**config.mk**
```make
export PLATFORM = sky130hd
export DESIGN_NAME = gpu_endpoint_ni
export DESIGN_NICKNAME = d
export VERILOG_FILES = /design/src/rtl/gpu_endpoint_ni.sv
export SDC_FILE = /design/constraint.sdc
export NUM_CORES = 1
export LEC_CHECK = 0
export CORE_MARGIN = 5
export CORE_UTILIZATION = 63
export DETAILED_ROUTE_END_ITERATION = 8
export PLACE_DENSITY = 0.86
export SKIP_LAST_GASP = 1
export SLEW_MARGIN = 30
export SYNTH_ARGS = -nofsm -noshare
export SYNTH_HDL_FRONTEND = slang
export SYNTH_SLANG_ARGS = --single-unit
```
**constraint.sdc**
```tcl
create_clock -name clk -period 7.2 [get_ports clk]
set_clock_uncertainty 0.05 [all_clocks]
set_input_delay 1.08 -clock clk [delete_from_list [all_inputs] [get_ports clk]]
set_output_delay 1.08 -clock clk [all_outputs]
set_load 0.01 [all_outputs]
```
**src/rtl/gpu_endpoint_ni.sv**
```systemverilog
// rtl/gpu_endpoint_ni.sv - GPU-side network interface with TX/RX FIFOs, paced injection and local loopback
//
// Purpose:
//   Buffers core transmit words and injects them into the leaf router one
//   word per issue slot, throttled by the router's crossbar-busy signal.
//   Captures every word the router delivers into an RX FIFO and counts the
//   words dropped when it is full. Words addressed to this GPU are looped
//   back into the RX FIFO and never enter the network.
//
// Ports:
//   clk, reset          clock (rising edge); asynchronous active-low reset
//   core_tx_data/dest   core word and its 6-bit destination {group, node}
//   core_tx_valid/ready core TX handshake (ready = TX FIFO not full)
//   core_rx_data/valid  RX FIFO head (show-ahead) and not-empty flag
//   core_rx_ready       core pops the RX head
//   net_tx_data/dest    registered word and destination to the router
//   net_tx_valid        high for the single ISSUE cycle
//   net_busy            router crossbar busy; holds off injection
//   net_rx_data/valid   word delivered by the router
//   tx_sent_count       words injected into the network (wraps)
//   rx_drop_count       network words dropped on a full RX FIFO (saturates)

module gpu_endpoint_ni #(
  parameter int         DWIDTH     = 16,
  parameter int         FIFO_DEPTH = 8,
  parameter logic [3:0] GROUP_ID   = 4'b0111,
  parameter logic [1:0] LOCAL_NODE = 2'd3,
  parameter int         GAP_CYCLES = 1
) (
  input  logic              clk,
  input  logic              reset,
  input  logic [DWIDTH-1:0] core_tx_data,
  input  logic [5:0]        core_tx_dest,
  input  logic              core_tx_valid,
  output logic              core_tx_ready,
  output logic [DWIDTH-1:0] core_rx_data,
  output logic              core_rx_valid,
  input  logic              core_rx_ready,
  output logic [DWIDTH-1:0] net_tx_data,
  output logic              net_tx_valid,
  output logic [5:0]        net_tx_dest,
  input  logic              net_busy,
  input  logic [DWIDTH-1:0] net_rx_data,
  input  logic              net_rx_valid,
  output logic [15:0]       tx_sent_count,
  output logic [7:0]        rx_drop_count
);

  localparam int AW = $clog2(FIFO_DEPTH);
  localparam int CW = AW + 1;
  localparam int TW = DWIDTH + 6;
  localparam logic [CW-1:0] FULL_CNT  = CW'(FIFO_DEPTH);
  localparam logic [5:0]    LOOP_ADDR = {GROUP_ID, LOCAL_NODE};
  localparam logic [2:0]    GAP_LAST  = 3'((GAP_CYCLES > 0) ? GAP_CYCLES - 1 : 0);

  typedef enum logic [1:0] {
    S_IDLE  = 2'd0,
    S_ISSUE = 2'd1,
    S_GAP   = 2'd2
  } state_t;

  state_t r_state, w_next_state;

  // ---------------- TX FIFO: {dest, data} ----------------
  logic [TW-1:0]     r_tx_mem [FIFO_DEPTH];
  logic [AW-1:0]     r_tx_wptr, r_tx_rptr;
  logic [CW-1:0]     r_tx_cnt;
  logic              r_tx_seen;
  logic              w_tx_full, w_tx_empty, w_tx_push, w_tx_pop;
  logic [TW-1:0]     w_tx_head;
  logic [5:0]        w_head_dest;
  logic [DWIDTH-1:0] w_head_data;

  assign w_tx_full   = (r_tx_cnt == FULL_CNT);
  assign w_tx_empty  = (r_tx_cnt == '0);
  assign w_tx_push   = core_tx_valid & ~w_tx_full;
  assign w_tx_head   = r_tx_mem[r_tx_rptr];
  assign w_head_dest = w_tx_head[TW-1:DWIDTH];
  assign w_head_data = w_tx_head[DWIDTH-1:0];

  always_ff @(posedge clk) begin
    if (w_tx_push) r_tx_mem[r_tx_wptr] <= {core_tx_dest, core_tx_data};
  end

  // r_tx_seen gives the head one cycle in the FIFO before the FSM acts on
  // it, which sets the write-to-issue and write-to-loopback latency.
  always_ff @(posedge clk or negedge reset) begin
    if (!reset) begin
      r_tx_wptr <= '0;
      r_tx_rptr <= '0;
      r_tx_cnt  <= '0;
      r_tx_seen <= 1'b0;
    end else begin
      if (w_tx_push) r_tx_wptr <= r_tx_wptr + 1'b1;
      if (w_tx_pop)  r_tx_rptr <= r_tx_rptr + 1'b1;
      r_tx_cnt  <= r_tx_cnt + {{AW{1'b0}}, w_tx_push} - {{AW{1'b0}}, w_tx_pop};
      r_tx_seen <= ~w_tx_empty;
    end
  end

  // ---------------- RX FIFO ----------------
  logic [DWIDTH-1:0] r_rx_mem [FIFO_DEPTH];
  logic [AW-1:0]     r_rx_wptr, r_rx_rptr;
  logic [CW-1:0]     r_rx_cnt;
  logic              w_rx_full, w_rx_empty, w_rx_push, w_rx_pop;
  logic              w_net_push, w_lb_push, w_drop;
  logic [DWIDTH-1:0] w_rx_wdata;

  // Fullness is judged before any same-cycle pop.
  assign w_rx_full  = (r_rx_cnt == FULL_CNT);
  assign w_rx_empty = (r_rx_cnt == '0);
  assign w_net_push = net_rx_valid & ~w_rx_full;
  // Loopback only fires when net_rx_valid is low, so network words win.
  assign w_rx_push  = w_net_push | w_lb_push;
  assign w_rx_wdata = net_rx_valid ? net_rx_data : w_head_data;
  assign w_rx_pop   = core_rx_ready & ~w_rx_empty;
  assign w_drop     = net_rx_valid & w_rx_full;

  always_ff @(posedge clk) begin
    if (w_rx_push) r_rx_mem[r_rx_wptr] <= w_rx_wdata;
  end

  always_ff @(posedge clk or negedge reset) begin
    if (!reset) begin
      r_rx_wptr <= '0;
      r_rx_rptr <= '0;
      r_rx_cnt  <= '0;
    end else begin
      if (w_rx_push) r_rx_wptr <= r_rx_wptr + 1'b1;
      if (w_rx_pop)  r_rx_rptr <= r_rx_rptr + 1'b1;
      r_rx_cnt <= r_rx_cnt + {{AW{1'b0}}, w_rx_push} - {{AW{1'b0}}, w_rx_pop};
    end
  end

  // ---------------- Injection FSM ----------------
  logic [2:0]        r_gap_cnt;
  logic [DWIDTH-1:0] r_net_tx_data;
  logic [5:0]        r_net_tx_dest;
  logic [15:0]       r_tx_sent_cnt;
  logic [7:0]        r_rx_drop_cnt;
  logic              w_issue_load;

  always_comb begin
    w_next_state = r_state;
    w_tx_pop     = 1'b0;
    w_lb_push    = 1'b0;
    w_issue_load = 1'b0;
    case (r_state)
      S_IDLE: begin
        if (!w_tx_empty && r_tx_seen) begin
          if (w_head_dest == LOOP_ADDR) begin
            if (!w_rx_full && !net_rx_valid) begin
              w_tx_pop  = 1'b1;
              w_lb_push = 1'b1;
            end
          end else if (!net_busy) begin
            w_tx_pop     = 1'b1;
            w_issue_load = 1'b1;
            w_next_state = S_ISSUE;
          end
        end
      end
      S_ISSUE: w_next_state = (GAP_CYCLES > 0) ? S_GAP : S_IDLE;
      S_GAP:   if (r_gap_cnt == GAP_LAST) w_next_state = S_IDLE;
      default: w_next_state = S_IDLE;
    endcase
  end

  always_ff @(posedge clk or negedge reset) begin
    if (!reset) begin
      r_state       <= S_IDLE;
      r_gap_cnt     <= '0;
      r_net_tx_data <= '0;
      r_net_tx_dest <= '0;
      r_tx_sent_cnt <= '0;
      r_rx_drop_cnt <= '0;
    end else begin
      r_state <= w_next_state;
      if (r_state == S_GAP) r_gap_cnt <= r_gap_cnt + 1'b1;
      else                  r_gap_cnt <= '0;
      if (w_issue_load) begin
        r_net_tx_data <= w_head_data;
        r_net_tx_dest <= w_head_dest;
      end
      if (r_state == S_ISSUE) r_tx_sent_cnt <= r_tx_sent_cnt + 16'd1;
      if (w_drop && r_rx_drop_cnt != 8'hFF) r_rx_drop_cnt <= r_rx_drop_cnt + 8'd1;
    end
  end

  assign core_tx_ready = ~w_tx_full;
  assign core_rx_valid = ~w_rx_empty;
  assign core_rx_data  = r_rx_mem[r_rx_rptr];
  assign net_tx_valid  = (r_state == S_ISSUE);
  assign net_tx_data   = r_net_tx_data;
  assign net_tx_dest   = r_net_tx_dest;
  assign tx_sent_count = r_tx_sent_cnt;
  assign rx_drop_count = r_rx_drop_cnt;

endmodule

```
======== Yosys cells after proc, flatten, opt, wreduce, memory -nomap -nowiden ========
Memory sizes are Yosys's and may differ from the RTL's.
Index checks and enable logic that the tools add are counted.
cells by class
  bitwise operators ....................... 9
  equal/unequal tests ..................... 10
  mux-type cells .......................... 22
  reduce and logical (&&, ||, !) cells .... 11
  add/subtract/negate cells ............... 11
operator list
  operator                                                                count
  16-bit by 1-bit adder with 16-bit output (second input constant)        1
  16-bit 2-to-1 mux                                                       1
  3-bit by 1-bit adder with 3-bit output (second input constant)          5
  1-bit 2-to-1 mux                                                        15
  4-bit by 1-bit adder with 4-bit output                                  2
  8-bit by 1-bit adder with 8-bit output (second input constant)          1
  4-bit equality test (second input constant)                             2
  4-bit zero test                                                         2
  2-bit 2-to-1 mux                                                        4
  2-bit != test (second input constant)                                   4
  8-bit != test (second input constant)                                   1
  4-bit by 1-bit subtractor with 4-bit output                             2
  6-bit by 5-bit equality test with 1-bit output (second input constant)  1
  2-bit case mux with 3 select lines                                      1
  1-bit AND                                                               4
  1-bit NOT                                                               4
  4-bit AND reduction                                                     1
  1-bit logical AND                                                       3
  1-bit zero test                                                         3
  3-bit zero test                                                         1
  3-bit 2-to-1 mux                                                        1
  2-bit by 1-bit equality test with 1-bit output (second input constant)  1
  2-bit equality test (second input constant)                             1
  2-bit zero test                                                         1
  1-bit bitwise OR                                                        1
word-level totals
  register bits after elaboration ......... 72
  memories ................................ 2
  bits in writable memories ............... 304
  word-level logic and storage cells ...... 78
memories
  memory    depth  bits a word  rd ports  clocked after memory_dff  wr ports  line  text
  r_tx_mem  8      22           1         0                         1         65    logic [TW-1:0] r_tx_mem [FIFO_DEPTH];
  r_rx_mem  8      16           1         0                         1         102   logic [DWIDTH-1:0] r_rx_mem [FIFO_DEPTH];

======== Depth between registers and ports, before layout ========
Gate-level depths: netlist of the first run.
  depth in word-level cells ............... 10
  mapped depth ............................ 13
  mapped depth without buffers ............ 13

======== Worst setup path after synthesis of the first run ========
Ideal clock, no wire load.
  kind .................................... register to register
  from .................................... register r_tx_rptr[0]
  to ...................................... memory r_rx_mem[3][0] (enable)
  path slack .............................. 3.683 ns
  required time ........................... 6.737 ns
  buffers on the path ..................... 2
  cell stages (with the launch flop) ...... 9
  arrival time ............................ 3.054 ns
  cells stage by stage .................... dfrtp_1 buf_6 buf_12 mux4_2 mux2i_1 and2b_4 a32oi_2 nand2b_4 nor3b_1
on the way
  cells in the longest elaborated chain, start to end .. 8
RTL lines
  item                                            line  text
  start, declared                                 66    logic [AW-1:0] r_tx_wptr, r_tx_rptr;
  start signal, assigned                          95    if (w_tx_pop) r_tx_rptr <= r_tx_rptr + 1'b1;
  memory read 8 x 22 bit                          -
  6-bit by 5-bit equality test with 1-bit output  151   if (w_head_dest == LOOP_ADDR) begin
  1-bit 2-to-1 mux                                151
  1-bit 2-to-1 mux                                150   if (!w_tx_empty && r_tx_seen) begin
  1-bit 2-to-1 mux                                148   case (r_state)
  1-bit bitwise OR                                114   assign w_rx_push = w_net_push | w_lb_push;
  1-bit 2-to-1 mux                                120   if (w_rx_push) r_rx_mem[r_rx_wptr] <= w_rx_wdata;
  1-bit 2-to-1 mux (not written as such)          120
  end, declared                                   102
Every way passes these cells.

======== Worst setup path in the final report of the first run ========
  from .................................... register r_rx_rptr[1]
  to ...................................... output core_rx_data[5]
on the way
  cells in the longest elaborated chain, start to end .. 1
RTL lines
  item                    line  text
  start, declared         103   logic [AW-1:0] r_rx_wptr, r_rx_rptr;
  start signal, assigned  130   if (w_rx_pop) r_rx_rptr <= r_rx_rptr + 1'b1;
  memory read 8 x 16 bit  -
  end, declared           36    output logic [DWIDTH-1:0] core_rx_data,
Every way passes these cells.

==> results.md, run 1 <==
- Post-synthesis average cell area: 20.15 µm²
- CTS Buffer Depth: 3
- DRT Pass-1 Iters: 5
- Post-synthesis cell count: 743
- Final Hold Violating Endpoints: 0
- Seq cells post-synth: 376
- Worst vdd ir: 0.2491 mV
- WS Path Type: reg2out
- ANT cells: 0
- Slew headroom: 0.3266
- Setup Fix Bufs, Post-CTS: 0
- CTS Root Cell: clkbuf_16
- Ys flop type: edfxtp_1
- Largest stage delay on the critical path: 0.80 ns
- CP max stage cell: dfrtp_1
- ANT nets after route: 0
- DIE WIDTH: 164.2 µm
- Post-synth design cell area: 14970 µm²
- CTS hold repair buffers: 0
- Clock Latency Late Sink: 0.52 ns
- Syn nets: 809
- Synth unique cells: 44
- Top post-synthesis cells by area: edfxtp_1 (61%), dfrtp_1 (12%), mux4_2 (11%), mux2_2 (4.4%), ha_1 (1.7%)
- Die Footprint: 26950 µm²
- Final WL: 30830 µm
- Commonest non-fill, non-tap cell in the layout: edfxtp_1
- Top cell type's share of synthesized area: 0.6098
- Placed cell count: 1155
- Finished Layout Cells: 1221
- Tot GR Track Use: 0.2392
- Quantity of gates resized following cts: 0
- Max capacitance violation total: 0
- Hold path cells: 1
- Worst setup EP type: primary output
- Nets: 942
- Clk slew on worst S/H paths: 0.06 ns
- Hold endpoint: r_gap_cnt[0]
- Most frequent cells in the layout: edfxtp_1 (304), clkdlybuf4s50_1 (107), mux4_2 (70), dfrtp_1 (70), mux2_2 (59)
- Crit share post-route: 0.5572
- Synth-to-Final Area Change: 18.29%
- Detailed-placement wirelength estimate: 18330 µm
- Global-route wire length before repair: 47750 µm
- R2R depth: 11
- Number of primary I/O pins: 109
- Synth area leader: edfxtp_1
- YS warnings: 0
- Reg2Reg Setup Slack: 3.29 ns
- Largest net degree at the start of global routing: 73
- Vias in the first global route: 8015
- Via Count: 7376
- Die height: 164.2 µm
- Min Hold Slack: 0.4168 ns
- RSZ-0062 raised after global routing: no
- Fmax: 249.3 MHz
- Rows: 56
- Power per cell area: 430.9 nW/µm²
- Clk sinks: 376
- Total leakage power: 6.201 nW
- DRC Markers: 0
- Hold_sp: r_gap_cnt[0]
- Req. time, crit path: 6.07 ns
- Reg2reg start: r_tx_rptr[0]
- Crit-path cells: buf_4 -> mux4_2 -> mux2_2 -> clkdlybuf4s50_1
- Initial antenna violation count: 1
- Final setup TNS: 0 ns
- Vias per inst: 6.041
- FILL cells: 1261
- Hold Crit Class: reg2reg
- Max-slew violation count: 0
- Num CTS Buffers: 37
- Post-synth ARST share: 0.1915
- H-tree lvl count: 2
- TritonCTS clock tree: built
- WL/cell: 25.25 µm
- CORE AREA: 23400 µm²
- Worst-margin pin slew: 1.007 ns
- Seq/Total Area, Yosys: 0.7301
- Number of enable flip-flop cells after synthesis: 304
- Final min period: 4.012 ns
- I/O Buffers: 108
- Status: finished clean
- Crit-path max FO: 18
- Reg2Reg Capture Point: r_tx_cnt[2]
- Grt total ovfl: 0
- DRT iter0 DRCs: 723
- CP startpoint kind: register
- Critical path arrival: 2.88 ns
- GP Congestion: 0.7889
- Initial Util: 0.6397
- Setup violators final: 0
- Share of cells above drive strength 1: 0.2539
power by group:
part	switching (mW)	internal [mW]	total, mW
Clock	0.773	1.17	1.94
Sequential	0.342	2.91	3.25
Combinational	1.16	1.28	2.44
how the worst max path moves through the flow:
stage / startpoint / to / slack, ns / cells after the start
floorplan: r_tx_rptr[0] / r_rx_mem[3][0] / 3.68 / 8
global placement: net_rx_valid / r_rx_mem[6][7] / 2.77 / 5
detailed placement: r_tx_rptr[0] / r_tx_cnt[2] / 2.88 / 11
CTS: r_tx_rptr[0] / r_tx_cnt[2] / 2.75 / 11
global route: r_tx_rptr[0] / r_tx_cnt[2] / 3.02 / 11
finish: r_rx_rptr[1] / core_rx_data[5] / 3.19 / 4
stage by stage:
step | area [µm²] | power (mW) | util | setup WS [ns]
4_1_cts | 17680 | 7.666 | 0.7553 | 2.748
5_1_grt | 17710 | 7.981 | 0.7567 | 3.019
3_5_place_dp | 16450 | 5.666 | 0.7030 | 2.875
3_3_place_gp | 16420 | 5.508 | 0.7017 | 2.766
6_report | 17710 | 7.630 | 0.7567 | 3.188
2_1_floorplan | 14970 | 4.752 | - | 3.683
worst max-delay path, delay by kind of cell, from the launching register on:
family	cells	cell delay [ns]
flip-flops	1	0.80
buffers and inverters	2	0.88
multiplexers	2	0.68
cell type report:
type	instances	area (µm²)	share of cell area
Clock buffer	51	1051	0.05935
Multi-Input combinational cell	319	3859	0.2179
Clock inverter	14	173.9	0.009821
Tap cell	319	399.1	0.02254
Timing Repair Buffer	124	1222	0.06903
Inverter	18	67.56	0.003815
Sequential cell	376	10940	0.6175
registers in the layout (all words and copies together), names as in the netlist:
signal / flops
tx_sent_count: 16
rx_drop_count: 8
r_tx_cnt: 4
r_tx_wptr: 3
net_tx_data: 16
r_rx_cnt: 4
r_rx_rptr: 3
r_gap_cnt: 3
r_rx_wptr: 3
r_tx_rptr: 3
r_state: 2
net_tx_dest: 6
r_rx_mem: 128
r_tx_mem: 176
r_tx_seen: 1
kinds of logic (layout without fill, tap and decap cells):
| group | Yosys count | in the layout | share of synthesized area |
|---|---|---|---|
| compound gates | 15 | 15 | 0.007187 |
| xor+xnor | 34 | 34 | 0.01989 |
| fa+ha+maj | 22 | 22 | 0.01939 |
| buf+inv | 48 | 207 | 0.01613 |
| flops | 376 | 376 | 0.7301 |
| mux | 151 | 151 | 0.1745 |
| simple gates | 97 | 97 | 0.03276 |
Yosys cell counts, types with 6 or more instances:
cell type and n:
dfrtp_1 72, mux4_1 6, mux2_2 59, nor3_1 6
nand3_1 15, and3_1 7, xor2_1 9, a21oi_1 8
edfxtp_1 304, nor2_1 27, buf_2 6, xnor2_1 25
clkbuf_1 14, nand2_1 20, mux2_4 10, ha_1 20
mux4_2 70, inv_1 18
layer usage:
| metal | track usage | routed length, µm | vias to the layer above |
|---|---|---|---|
| li1 | - | - | 3191 |
| met1 | 0.3163 | 11720 | 3810 |
| met2 | 0.4038 | 15990 | 318 |
| met3 | 0.05671 | 2383 | 55 |
| met4 | 0.06862 | 726 | 2 |
| met5 | 0 | 13 | - |
Power figures use the tool's default switching activity.
==> run 2, diff against run 1 <==
--- a/config.mk
+++ b/config.mk
@@ -6,9 +6,9 @@
 export NUM_CORES = 1
 export LEC_CHECK = 0
 export CORE_MARGIN = 5
-export CORE_UTILIZATION = 63
+export CORE_UTILIZATION = 58
 export DETAILED_ROUTE_END_ITERATION = 8
-export PLACE_DENSITY = 0.86
+export PLACE_DENSITY = 0.8
 export SKIP_LAST_GASP = 1
 export SLEW_MARGIN = 30
 export SYNTH_ARGS = -nofsm -noshare
==> constraint.sdc (replaced) <==
create_clock -name clk -period 3.9 [get_ports clk]
set_clock_uncertainty 0.05 [all_clocks]
set_input_delay 0.585 -clock clk [delete_from_list [all_inputs] [get_ports clk]]
set_output_delay 0.585 -clock clk [all_outputs]
set_load 0.01 [all_outputs]
==> run 2 against run 1 <==
  * Register-to-register slack got worse by 2.8 ns
  * Routed wire length fell by 2.5%
  * Largest cell class unchanged
  * Final area rose by 0.16%
  * Largest power group unchanged
  * Highest routed layer unchanged
==> results.md, run 2 (synthesis gave the netlist of run 1 again) <==
- Quantity of gates resized following cts: 0
- Share of cells above drive strength 1: 0.2613
- Max-slew violation count: 0
- I/O Buffers: 108
- Vias in the first global route: 7917
- Num CTS Buffers: 36
- Total leakage power: 6.231 nW
- CP startpoint kind: register
- Largest net degree at the start of global routing: 73
- Critical path's top delay family: multiplexers
- Most frequent cell on the critical path: ha_1
- DIE WIDTH: 170.7 µm
- DRT iter0 DRCs: 653
- CP max stage cell: dfrtp_2
- Cell Area, Placed: 16550 µm²
- TritonCTS clock tree: built
- Req. time, crit path: 4.27 ns
- ANT cells: 0
- Fmax: 292.6 MHz
- Commonest non-fill, non-tap cell in the layout: edfxtp_1
- Rows: 58
- Via Count: 7327
- Largest registers: r_tx_mem: 176 flops, r_rx_mem: 128 flops
- Synth-to-Final Area Change: 18.47%
- Status: finished clean
- Number of primary I/O pins: 109
- Initial antenna violation count: 2
- Global routing's busiest layer: met2
- Max reg flops: 176
- Final setup TNS: 0 ns
- Most frequent cells in the layout: edfxtp_1 (304), clkdlybuf4s50_1 (107), mux4_2 (70), dfrtp_1 (70), mux2_2 (59)
- Setup Fix Bufs, Post-CTS: 0
- Overall power: 13.91 mW
- Hold Crit Class: in2async
- Largest Register: r_tx_mem
- Worst vdd ir: 0.3857 mV
- Final Hold Violating Endpoints: 0
- Setup violators final: 0
- FILL cells: 1460
- CP Buf/Inv Count: 2
- Detailed-placement wirelength estimate: 18290 µm
- Critical path arrival: 3.79 ns
- GRT met2 Usage: 0.3710
- Crit share post-route: 0.8763
- Vias per inst: 5.904
- Reg2Reg Setup Slack: 0.48 ns
- Crit-path max FO: 11
- CTS hold repair buffers: 0
- Crit-path cells: buf_4 -> mux4_2 -> mux2i_1 -> and2b_4 -> and3_1 -> or2_4 -> ha_1 -> inv_1 -> ha_1 -> a21o_1 -> a21oi_1 -> xor2_1
- Largest stage delay on the critical path: 0.55 ns
- Met1 GRT Util: 0.2764
- Worst setup startpoint: r_tx_rptr[0]
- H-tree lvl count: 2
- Die height: 170.7 µm
- Final min period: 3.417 ns
- CTS Root Cell: clkbuf_16
- WL/cell: 24.21 µm
- Pre-CTS WS: 0.5077 ns
- GP Congestion: 0.7849
- DRT Pass-1 Iters: 5
- Grt total ovfl: 0
- Clock Latency Late Sink: 0.51 ns
- Tot GR Track Use: 0.2112
- ANT nets after route: 0
- Final WL: 30050 µm
- Initial Util: 0.5911
- Die Footprint: 29120 µm²
- RSZ-0062 raised after global routing: no
- Global-route wire length before repair: 46420 µm
- Slew headroom: 0.3776
- CORE AREA: 25330 µm²
- Max capacitance violation total: 0
- WS Path Type: reg2reg
- Power per cell area: 784.1 nW/µm²
- GRT met3 Usage: 0.03697
- Final Cell Area: 17740 µm²
- DRC Markers: 0
- Placed cell count: 1179
- CTS Buffer Depth: 3
- Worst setup EP type: register
- Post-route setup slack: 0.4825 ns
- Reg2reg start: r_tx_rptr[0]
- Nets: 953
- Worst-margin pin slew: 0.9335 ns
- Finished Layout Cells: 1241
- Clk sinks: 376
- Clk slew on worst S/H paths: 0.06 ns
[run 2: power breakdown]
group          internal [mW]  switching (mW)
sequential              5.36           0.524
clock                   2.10            1.37
combinational           2.39            2.16
[run 2: area by class of cell]
type                            instances  area (µm²)  area share
Clock buffer                           50        1025     0.05778
Clock inverter                         12       161.4    0.009101
Inverter                               18       67.56    0.003810
Multi-Input combinational cell        319        3831      0.2160
Sequential cell                       376       10930      0.6164
Tap cell                              330       412.9     0.02328
Timing Repair Buffer                  136        1305     0.07358
[run 2: metal layers]
layer  vias to the layer above  routed length (µm)
met4                         4                 593
met3                        48                1619
met5                         -                  27
li1                       3211                   -
met2                       233               15980
met1                      3831               11830
[run 2: final timing paths]
check	end	depth (start not counted)
worst max-delay path	r_tx_cnt[3]	12
worst min register to register	tx_sent_count[15]	1
worst min-delay path	net_tx_dest[4]	1
max in group asynchronous	r_tx_rptr[0]	1
worst max register to register	r_tx_cnt[3]	12
min in group clk	tx_sent_count[15]	1
[run 2: stage by stage]
stage	hold WS (ns)	utilization
after floorplan	0.2394	-
after global placement	0.3930	0.6533
after detailed placement	0.4285	0.6533
after CTS	0.2165	0.7001
after global routing	0.09823	0.7003
final	0.03960	0.7003
[run 2: worst register-to-register path, cell delays in order (launching register included)]
cell and delay (ns):
dfrtp_2 0.55, buf_4 0.27, mux4_2 0.52, mux2i_1 0.20, and2b_4 0.24, and3_1 0.16
or2_4 0.25, ha_1 0.22, inv_1 0.07, ha_1 0.22, a21o_1 0.18, a21oi_1 0.22
xor2_1 0.21
==> run 3, diff against run 2 <==
--- a/config.mk
+++ b/config.mk
@@ -6,9 +6,9 @@
 export NUM_CORES = 1
 export LEC_CHECK = 0
 export CORE_MARGIN = 5
-export CORE_UTILIZATION = 58
+export CORE_UTILIZATION = 25
 export DETAILED_ROUTE_END_ITERATION = 8
-export PLACE_DENSITY = 0.8
+export PLACE_DENSITY = 0.42
 export SKIP_LAST_GASP = 1
 export SLEW_MARGIN = 30
 export SYNTH_ARGS = -nofsm -noshare
==> run 3 against run 2 <==
  * Worst setup slack worse by 0.065 ns
  * First-iteration DRC count shrank 54%
  * Sequential share of layout area is 2.5 points lower
  * Flip-flop and latch count is the same
  * Utilization is 39 points lower
  * Critical path type is now reg2out
  * Die area increased by 120%
  * Clock power grew 9.2%
==> results.md, run 3 (synthesis gave the netlist of run 1 again) <==
- Status: finished clean
- FILL cells: 5672
- Post-route setup slack: 0.4178 ns
- DRC Markers: 0
- CTS hold repair buffers: 0
- Via Count: 7126
- Reg2reg start: r_tx_rptr[0]
- Quantity of gates resized following cts: 0
- Worst setup startpoint: r_rx_rptr[0]
- Setup violators final: 0
- Initial Util: 0.2532
- Global-route wire length before repair: 51320 µm
- Max reg flops: 176
- Die Footprint: 64880 µm²
- CTS Buffer Depth: 3
- Max capacitance violation total: 0
- Req. time, crit path: 3.26 ns
- Largest Register: r_tx_mem
- Initial antenna violation count: 5
- Largest net degree at the start of global routing: 60
- Max-slew violation count: 0
- Grt total ovfl: 0
- Worst-margin pin slew: 0.8229 ns
- Die height: 254.7 µm
- ANT nets after route: 0
- Clk sinks: 376
- Vias per inst: 4.179
- RSZ-0062 raised after global routing: no
- TritonCTS clock tree: built
- Min Hold Slack: 0.06436 ns
- Num CTS Buffers: 43
- Number of primary I/O pins: 109
- Critical path endpoint: core_rx_data[9]
- Vias in the first global route: 7812
- Nets: 964
- Final min period: 3.482 ns
- Setup Fix Bufs, Post-CTS: 0
- DRT Pass-1 Iters: 4
- Hold Crit Class: in2async
- H-tree lvl count: 2
- CORE AREA: 59130 µm²
- DIE WIDTH: 254.7 µm
- WL/cell: 20.10 µm
- GP Congestion: 0.6876
- Most frequent cells in the layout: edfxtp_1 (304), clkdlybuf4s50_1 (107), mux4_2 (70), dfrtp_1 (69), mux2_2 (59)
- WS Path Type: reg2out
- Final setup TNS: 0 ns
- Final Hold Violating Endpoints: 0
- Power per cell area: 773.9 nW/µm²
- Tot GR Track Use: 0.1063
- CP startpoint kind: register
- Final WL: 34270 µm
- Overall power: 14.31 mW
- Slew headroom: 0.4514
- Detailed-placement wirelength estimate: 21750 µm
- Pre-CTS WS: 0.5486 ns
- Reg2Reg Capture Point: r_tx_cnt[1]
- Largest registers: r_tx_mem: 176 flops, r_rx_mem: 128 flops
- Worst vdd ir: 0.2523 mV
- Worst setup EP type: primary output
- Critical path arrival: 2.85 ns
- Fmax: 287.2 MHz
- Crit share post-route: 0.8929
- Clk slew on worst S/H paths: 0.06 ns
- Crit-path max FO: 13
- DRT iter0 DRCs: 298
- CTS Root Cell: clkbuf_16
- Rows: 89
- Commonest non-fill, non-tap cell in the layout: edfxtp_1
- Total leakage power: 6.313 nW
- Clock Latency Late Sink: 0.56 ns
- Reg2Reg Setup Slack: 0.57 ns
- I/O Buffers: 108
- Share of cells above drive strength 1: 0.2760
- Finished Core Util: 0.3127
- Synth-to-Final Area Change: 23.53%
- R2R depth: 11
[run 3: worst min path at each step]
| stage | start | end | slack (ns) | cells after the start |
|---|---|---|---|---|
| after floorplan | reset | net_tx_data[0] | 0.24 | 0 |
| after global placement | r_gap_cnt[0] | r_gap_cnt[0] | 0.40 | 1 |
| after detailed placement | r_gap_cnt[0] | r_gap_cnt[0] | 0.40 | 1 |
| after CTS | reset | r_tx_wptr[0] | 0.08 | 1 |
| after global routing | reset | r_tx_wptr[0] | 0.14 | 1 |
| final | reset | r_tx_wptr[0] | 0.06 | 1 |
[run 3: worst max-delay path, stage by stage (launching register included)]
cell             delay (ns)
dfrtp_2                0.66
buf_4                  0.31
mux4_2                 0.53
mux2_2                 0.30
clkdlybuf4s50_1        0.48
[run 3: through the flow]
step                      cell area [µm²]  std cells
after global routing                18490       1704
final                               18490       1705
after global placement              17150       1626
after floorplan                     14970        743
after detailed placement            17150       1626
after CTS                           18490       1704
[run 3: final cells by class]
type                            instances  area, µm²  area share
Timing Repair Buffer                  140       1331     0.07199
Tap cell                              773      967.2     0.05230
Sequential cell                       376      10930      0.5913
Clock buffer                           55       1182     0.06394
Antenna cell                            1      2.502   0.0001353
Inverter                               18      67.56    0.003654
Multi-Input combinational cell        319       3846      0.2080
Clock inverter                         23      161.4    0.008728
[run 3: routing by layer]
layer  GRT usage  wire length (µm)  vias to the layer above
met3     0.02988              1699                       55
met4     0.03403               802                        8
met1      0.1336             14750                     3707
met2      0.1787             16960                      112
met5           0                62                        -
li1            -                 -                     3244
[run 3: power breakdown]
part           switching, mW  internal (mW)  leakage, nW
combinational           2.27           2.40         2.02
sequential             0.484           5.37         3.64
clock                   1.58           2.21        0.651
total                   4.34           9.97         6.31
